[config.mk]
export PLATFORM = sky130hd
export DESIGN_NAME = pipelined_cla_subtractor
export DESIGN_NICKNAME = d
export VERILOG_FILES = /design/src/rtl/pipelined_cla_subtractor.sv
export SDC_FILE = /design/constraint.sdc
export NUM_CORES = 1
export LEC_CHECK = 0
export CAP_MARGIN = 20
export CORE_MARGIN = 1
export CORE_UTILIZATION = 58
export CTS_CLUSTER_SIZE = 28
export DETAILED_ROUTE_END_ITERATION = 10
export PLACE_DENSITY = 0.84
export SLEW_MARGIN = 20
export SYNTH_ARGS = -nofsm -noshare
export SYNTH_HDL_FRONTEND = slang
export SYNTH_SLANG_ARGS = --single-unit
[constraint.sdc]
create_clock -name i_clk -period 6.4 [get_ports i_clk]
set_clock_uncertainty 0.05 [all_clocks]
set_input_delay 1.28 -clock i_clk [delete_from_list [all_inputs] [get_ports i_clk]]
set_output_delay 1.28 -clock i_clk [all_outputs]
set_load 0.01 [all_outputs]
[src/rtl/pipelined_cla_subtractor.sv]
// Pipelined a - b (= a + ~b + 1), one carry-lookahead block per stage,
// registered inter-block carry and valid/ready with bubble collapsing.
module pipelined_cla_subtractor #(
   parameter int WIDTH = 32,
   parameter int BLOCK = 8
) (
   input  logic             i_clk,
   input  logic             i_rst,
   input  logic             in_valid,
   output logic             in_ready,
   input  logic [WIDTH-1:0] in_a,
   input  logic [WIDTH-1:0] in_b,
   output logic             out_valid,
   input  logic             out_ready,
   output logic [WIDTH:0]   out_diff,
   output logic             out_zero,
   output logic             out_overflow
);

   localparam int STAGES = WIDTH / BLOCK;
   localparam int LAST   = STAGES - 1;

   if (BLOCK < 1 || BLOCK > WIDTH || (WIDTH % BLOCK) != 0) begin : g_bad_param
      $error("WIDTH must be a multiple of BLOCK, 1 <= BLOCK <= WIDTH");
   end

   // Returns {carry_out, sum} of one block of a + nb + cin.
   function automatic logic [BLOCK:0] cla_block(
      input logic [BLOCK-1:0] a,
      input logic [BLOCK-1:0] nb,
      input logic             cin
   );
      logic [BLOCK-1:0] g;
      logic [BLOCK-1:0] p;
      logic [BLOCK:0]   c;
      g    = a & nb;
      p    = a | nb;
      c    = '0;
      c[0] = cin;
      for (int i = 0; i < BLOCK; i++) begin
         c[i+1] = g[i] | (p[i] & c[i]);
      end
      return {c[BLOCK], a ^ nb ^ c[BLOCK-1:0]};
   endfunction

   logic [STAGES-1:0] v_q;
   logic [STAGES-1:0] c_q;
   logic [WIDTH-1:0]  a_q  [STAGES];
   logic [WIDTH-1:0]  nb_q [STAGES];
   logic [WIDTH-1:0]  r_q  [STAGES];
   logic              z_q;
   logic              o_q;

   logic [STAGES-1:0] v_s;
   logic [STAGES-1:0] c_s;
   logic [STAGES-1:0] c_n;
   logic [WIDTH-1:0]  a_s  [STAGES];
   logic [WIDTH-1:0]  nb_s [STAGES];
   logic [WIDTH-1:0]  r_s  [STAGES];
   logic [WIDTH-1:0]  r_n  [STAGES];
   logic [BLOCK:0]    blk;
   logic [STAGES:0]   load;
   logic              ovf_n;

   always_comb begin
      load         = '0;
      load[STAGES] = out_ready;
      for (int k = LAST; k >= 0; k--) begin
         load[k] = ~v_q[k] | load[k+1];
      end
   end

   // Stage 0 is fed by the ports, stage k by the stage k-1 registers.
   always_comb begin
      v_s[0]  = in_valid;
      a_s[0]  = in_a;
      nb_s[0] = ~in_b;
      r_s[0]  = '0;
      c_s[0]  = 1'b1;
      for (int k = 1; k < STAGES; k++) begin
         v_s[k]  = v_q[k-1];
         a_s[k]  = a_q[k-1];
         nb_s[k] = nb_q[k-1];
         r_s[k]  = r_q[k-1];
         c_s[k]  = c_q[k-1];
      end
   end

   always_comb begin
      blk = '0;
      for (int k = 0; k < STAGES; k++) begin
         blk = cla_block(a_s[k][k*BLOCK +: BLOCK],
                         nb_s[k][k*BLOCK +: BLOCK], c_s[k]);
         r_n[k]                   = r_s[k];
         r_n[k][k*BLOCK +: BLOCK] = blk[BLOCK-1:0];
         c_n[k]                   = blk[BLOCK];
      end
   end

   assign ovf_n = (a_s[LAST][WIDTH-1] == nb_s[LAST][WIDTH-1])
                & (r_n[LAST][WIDTH-1] != a_s[LAST][WIDTH-1]);

   // Carries reset high so the presented borrow reads 0 out of reset.
   always_ff @(posedge i_clk) begin
      if (i_rst) begin
         v_q <= '0;
         c_q <= '1;
         z_q <= 1'b0;
         o_q <= 1'b0;
         for (int k = 0; k < STAGES; k++) begin
            r_q[k] <= '0;
         end
      end else begin
         for (int k = 0; k < STAGES; k++) begin
            if (load[k]) begin
               v_q[k]  <= v_s[k];
               c_q[k]  <= c_n[k];
               a_q[k]  <= a_s[k];
               nb_q[k] <= nb_s[k];
               r_q[k]  <= r_n[k];
            end
         end
         if (load[LAST]) begin
            z_q <= ~|r_n[LAST];
            o_q <= ovf_n;
         end
      end
   end

   assign in_ready     = load[0] & ~i_rst;
   assign out_valid    = v_q[LAST];
   assign out_diff     = {~c_q[LAST], r_q[LAST]};
   assign out_zero     = z_q;
   assign out_overflow = o_q;

endmodule

Yosys cells after proc, flatten, opt, wreduce, memory -nomap -nowiden
Memory sizes are Yosys's and may differ from the RTL's.
Index checks and enable logic that the tools add are counted.
- register bits after elaboration: 10
- memory bits (writable): 384
- input port bits: 68
- output and inout bits: 37
- logic and storage cells: 131
- memories: 3
- memory list (memory ; words ; width ; read ports ; clocked after memory_dff ; wr ports ; RTL line ; RTL):
    a_q ; 4 ; 32 ; 3 ; 0 ; 4 ; 48 ; logic [WIDTH-1:0] a_q [STAGES];
    nb_q ; 4 ; 32 ; 3 ; 0 ; 4 ; 49 ; logic [WIDTH-1:0] nb_q [STAGES];
    r_q ; 4 ; 32 ; 4 ; 0 ; 4 ; 50 ; logic [WIDTH-1:0] r_q [STAGES];
- equality and inequality tests: 2
- multiplexer cells: 18
- bitwise gates (word level): 96
- reduce and logical (&&, ||, !) cells: 2
- operators by type and width (cell ; number):
    $mux W32 ; 4
    $xor A8 B8 Y8 ; 8
    $or A1 B1 Y1 ; 40
    $and A1 B1 Y1 ; 33
    $and A8 B8 Y8 ; 4
    $not A32 Y32 ; 1
    $or A8 B8 Y8 ; 4
    $reduce_or A32 Y1 ; 1
    $mux W1 ; 14
    $not A1 Y1 ; 6
    $eq A1 B1 Y1 ; 1
    $logic_not A1 Y1 ; 1
    $ne A1 B1 Y1 ; 1

Longest topological paths before layout
An unclocked memory read counts as a cell.
- depth in word-level cells: 19
- mapped depth: 14
- gate-level depth less buffers: 14

Worst setup path after synthesis
No wires, ideal clock.
- path kind: input to register
- from: input in_a[0]
- to: memory r_q[0][7] (data pin)
- setup time: 0.255 ns
- arrival time: 4.349 ns
- data required time: 6.095 ns
- path slack: 1.746 ns
- stages: 11
- path buffers: 0
- path through: inv_1 -> ha_1 -> fa_1 -> fa_1 -> fa_1 -> fa_1 -> fa_1 -> fa_1 -> inv_1 -> fa_1 -> and3_1
- RTL lines (item ; RTL line ; RTL):
    start: declaration ; 11 ; input logic [WIDTH-1:0] in_a,
    end: declaration ; 50 ;

==> impl_metrics.ini <==
[global_routing]
antenna_found_initial = 0
grt_pass1_vias = 3952
grt_pass1_wl_microns = 18800
grt_max_degree = 56
grtUsageTotal_pct = 20.0
grt_overflow = 0

[timing]
setup_viol = 0
period_share_pct = 77.5
maxSlewHeadroom_pct = 39.5
setup-tns-final_ns = 0
rsz0062_at_grt = false
fin_crit_ns = 4.96
max_freq_ghz = 0.202
hold_violations = 0
worst_pin_slew_ns = 0.905
drv_slew = 0

[setup_path]
critPathLaunchType = primary input
required_ns = 6.52
path_max_fanout = 1
end_kind = register
worstPathArrival_ns = 5.07
critPathKind = primary input to register

[route]
routedWlPerCell_microns = 16.1
drtAntennaViolNets = 0
viasPerCell = 5.10
num_vias = 3669
first_pass_iters = 4
drtIter0Drc = 238
routed_wl_microns = 11600
drc = 0

[finish]
fillCellCount = 684
drive_above_1_share_pct = 7.62
final_area_sq_mm = 0.00895
num_antenna_cells = 0
final_cell_mix = 176 x edfxtp_1, 104 x clkdlybuf4s50_1, 65 x inv_1
nets = 639
layout_commonest_cell = edfxtp_1
area_growth_pct = 24.0

[power]
power_density_mw_per_mm2 = 300
leakagePower_uw = 0.00370
ir_drop_v = 0.000143

[clock_network]
clk_pin_slew_worst_paths_ns = 0.06
post_cts_buffers = 0
root_buffer = clkbuf_16
cts_tree = done
cts.htree.levels = 4
cts_sinks = 186
clk_latency_ns = 0.42
holdBufCountCts = 0
cts_buffers = 17
cts_resized = 0
cts_max_path_buffers = 2

[yosys]
ys_seq_area_share_pct = 76.0
syn_inst = 428
ys_warn_count = 0
synth_edf_count = 176
synth_cell_types = 33
syn_area_per_cell_sq_um = 16.9
syn-num-nets = 529
async_reset_ff_share_pct = 0
ys_top_cells_by_area = edfxtp_1 73%, fa_1 8.6%, and3_1 4.3%
synth_flop_cell = edfxtp_1
synth_top_area_share_pct = 73.2
yosysTopAreaCell = edfxtp_1
synth_area_sq_mm = 0.00722
ys_ff_latch = 186

[floorplan]
core_sq_mm = 0.0121
dieArea_sq_mm = 0.0129
die_w_microns = 114
rows = 40
die_h_microns = 114
io_pins = 105
initial_utilization_pct = 59.8

[outcome]
status = completed

[place]
dp_hpwl_microns = 8110
gp_congestion = 0.753
place_area_sq_mm = 0.00841
numPortBuffers = 104

[hold_path]
min_path_type = register to register

[flow_run]
cap_viol_max_count = 0
[critical path: stages]
cell,delay (ns)
clkdlybuf4s50_1,0.46
inv_1,0.05
ha_1,0.22
fa_1,0.38
fa_1,0.41
fa_1,0.41
fa_1,0.40
fa_1,0.41
fa_1,0.38
inv_1,0.09
fa_1,0.41
and3_1,0.18
[cell usage after synthesis (2+ instances only)]
cell,number
and4b_1,2
ha_1,2
nand2b_1,2
nand3_1,2
nor2_1,24
nor3_1,4
inv_2,2
and3_1,50
and2_1,3
a21oi_1,3
clkbuf_1,11
inv_1,67
dfxtp_1,10
nand4_1,2
nand2_1,7
and2_4,9
fa_1,31
edfxtp_1,176
nor4_1,7
[through the flow]
| stage | cells | util (%) | hold slack, ns | total power, uW | setup WS, ns |
|---|---|---|---|---|---|
| 3_3_place_gp | 687 | 69.7 | 0.353 | 1740 | 1.22 |
| 6_report | 719 | 74.2 | 0.364 | 2690 | 1.44 |
| 4_1_cts | 719 | 74.2 | 0.367 | 2710 | 1.49 |
| 5_1_grt | 719 | 74.2 | 0.370 | 2790 | 1.35 |
| 2_1_floorplan | 428 | - | 0.350 | 1620 | 1.75 |
| 3_5_place_dp | 687 | 69.7 | 0.355 | 1760 | 1.04 |
[power by group]
group	leakage [uW]	total [uW]	switching (uW)	internal, uW
Combinational	0.00148	256	118	138
Sequential	0.00197	1480	37.0	1450
Clock	0.000249	947	413	534
[cell families (layout without fill, tap and decap cells)]
| kind of cell | after synthesis | count (layout) | synth area share (%) |
|---|---|---|---|
| xor gates and xnor gates | 1 | 1 | 0.121 |
| buffers and inverters | 83 | 206 | 4.49 |
| and+or+nand+nor | 116 | 116 | 9.48 |
| DFF | 186 | 186 | 76.0 |
| AOI/OAI and AO/OA | 8 | 8 | 0.832 |
| muxes | 1 | 1 | 0.139 |
| adders and majority gates | 33 | 33 | 8.94 |
[final timing paths]
| check | from | to | slack [ns] | cells past startpoint |
|---|---|---|---|---|
| setup / recovery | in_a[0] | r_q[0][7] | 1.44 | 12 |
| hold / removal | a_q[1][29] | a_q[2][29] | 0.36 | 0 |
| setup reg to reg | a_q[2][24] | out_overflow | 2.30 | 13 |
| hold reg to reg | a_q[1][29] | a_q[2][29] | 0.36 | 0 |
[area by class of cell]
| cell class | count | area, sq um | share of cell area, % |
|---|---|---|---|
| multi-input cells | 159 | 1410 | 15.7 |
| inverters | 69 | 259 | 2.89 |
| clock inverters | 11 | 98.8 | 1.10 |
| flip-flops and latches | 186 | 5490 | 61.3 |
| clock buffers | 21 | 440 | 4.92 |
| well taps | 168 | 210 | 2.35 |
| repair buffers | 105 | 1050 | 11.7 |
[sequential cells by signal (all words and copies together) (netlist names)]
signal,flops
a_q,48
c_q,4
nb_q,48
out_overflow,1
out_zero,1
r_q,80
v_q,4
[routing by layer]
metal,wire (microns),global-route usage (%)
met1,4410,23.2
met2,6150,34.1
met3,711,5.84
met4,331,10.5
met5,0,0
(Power assumes the default switching activity.)
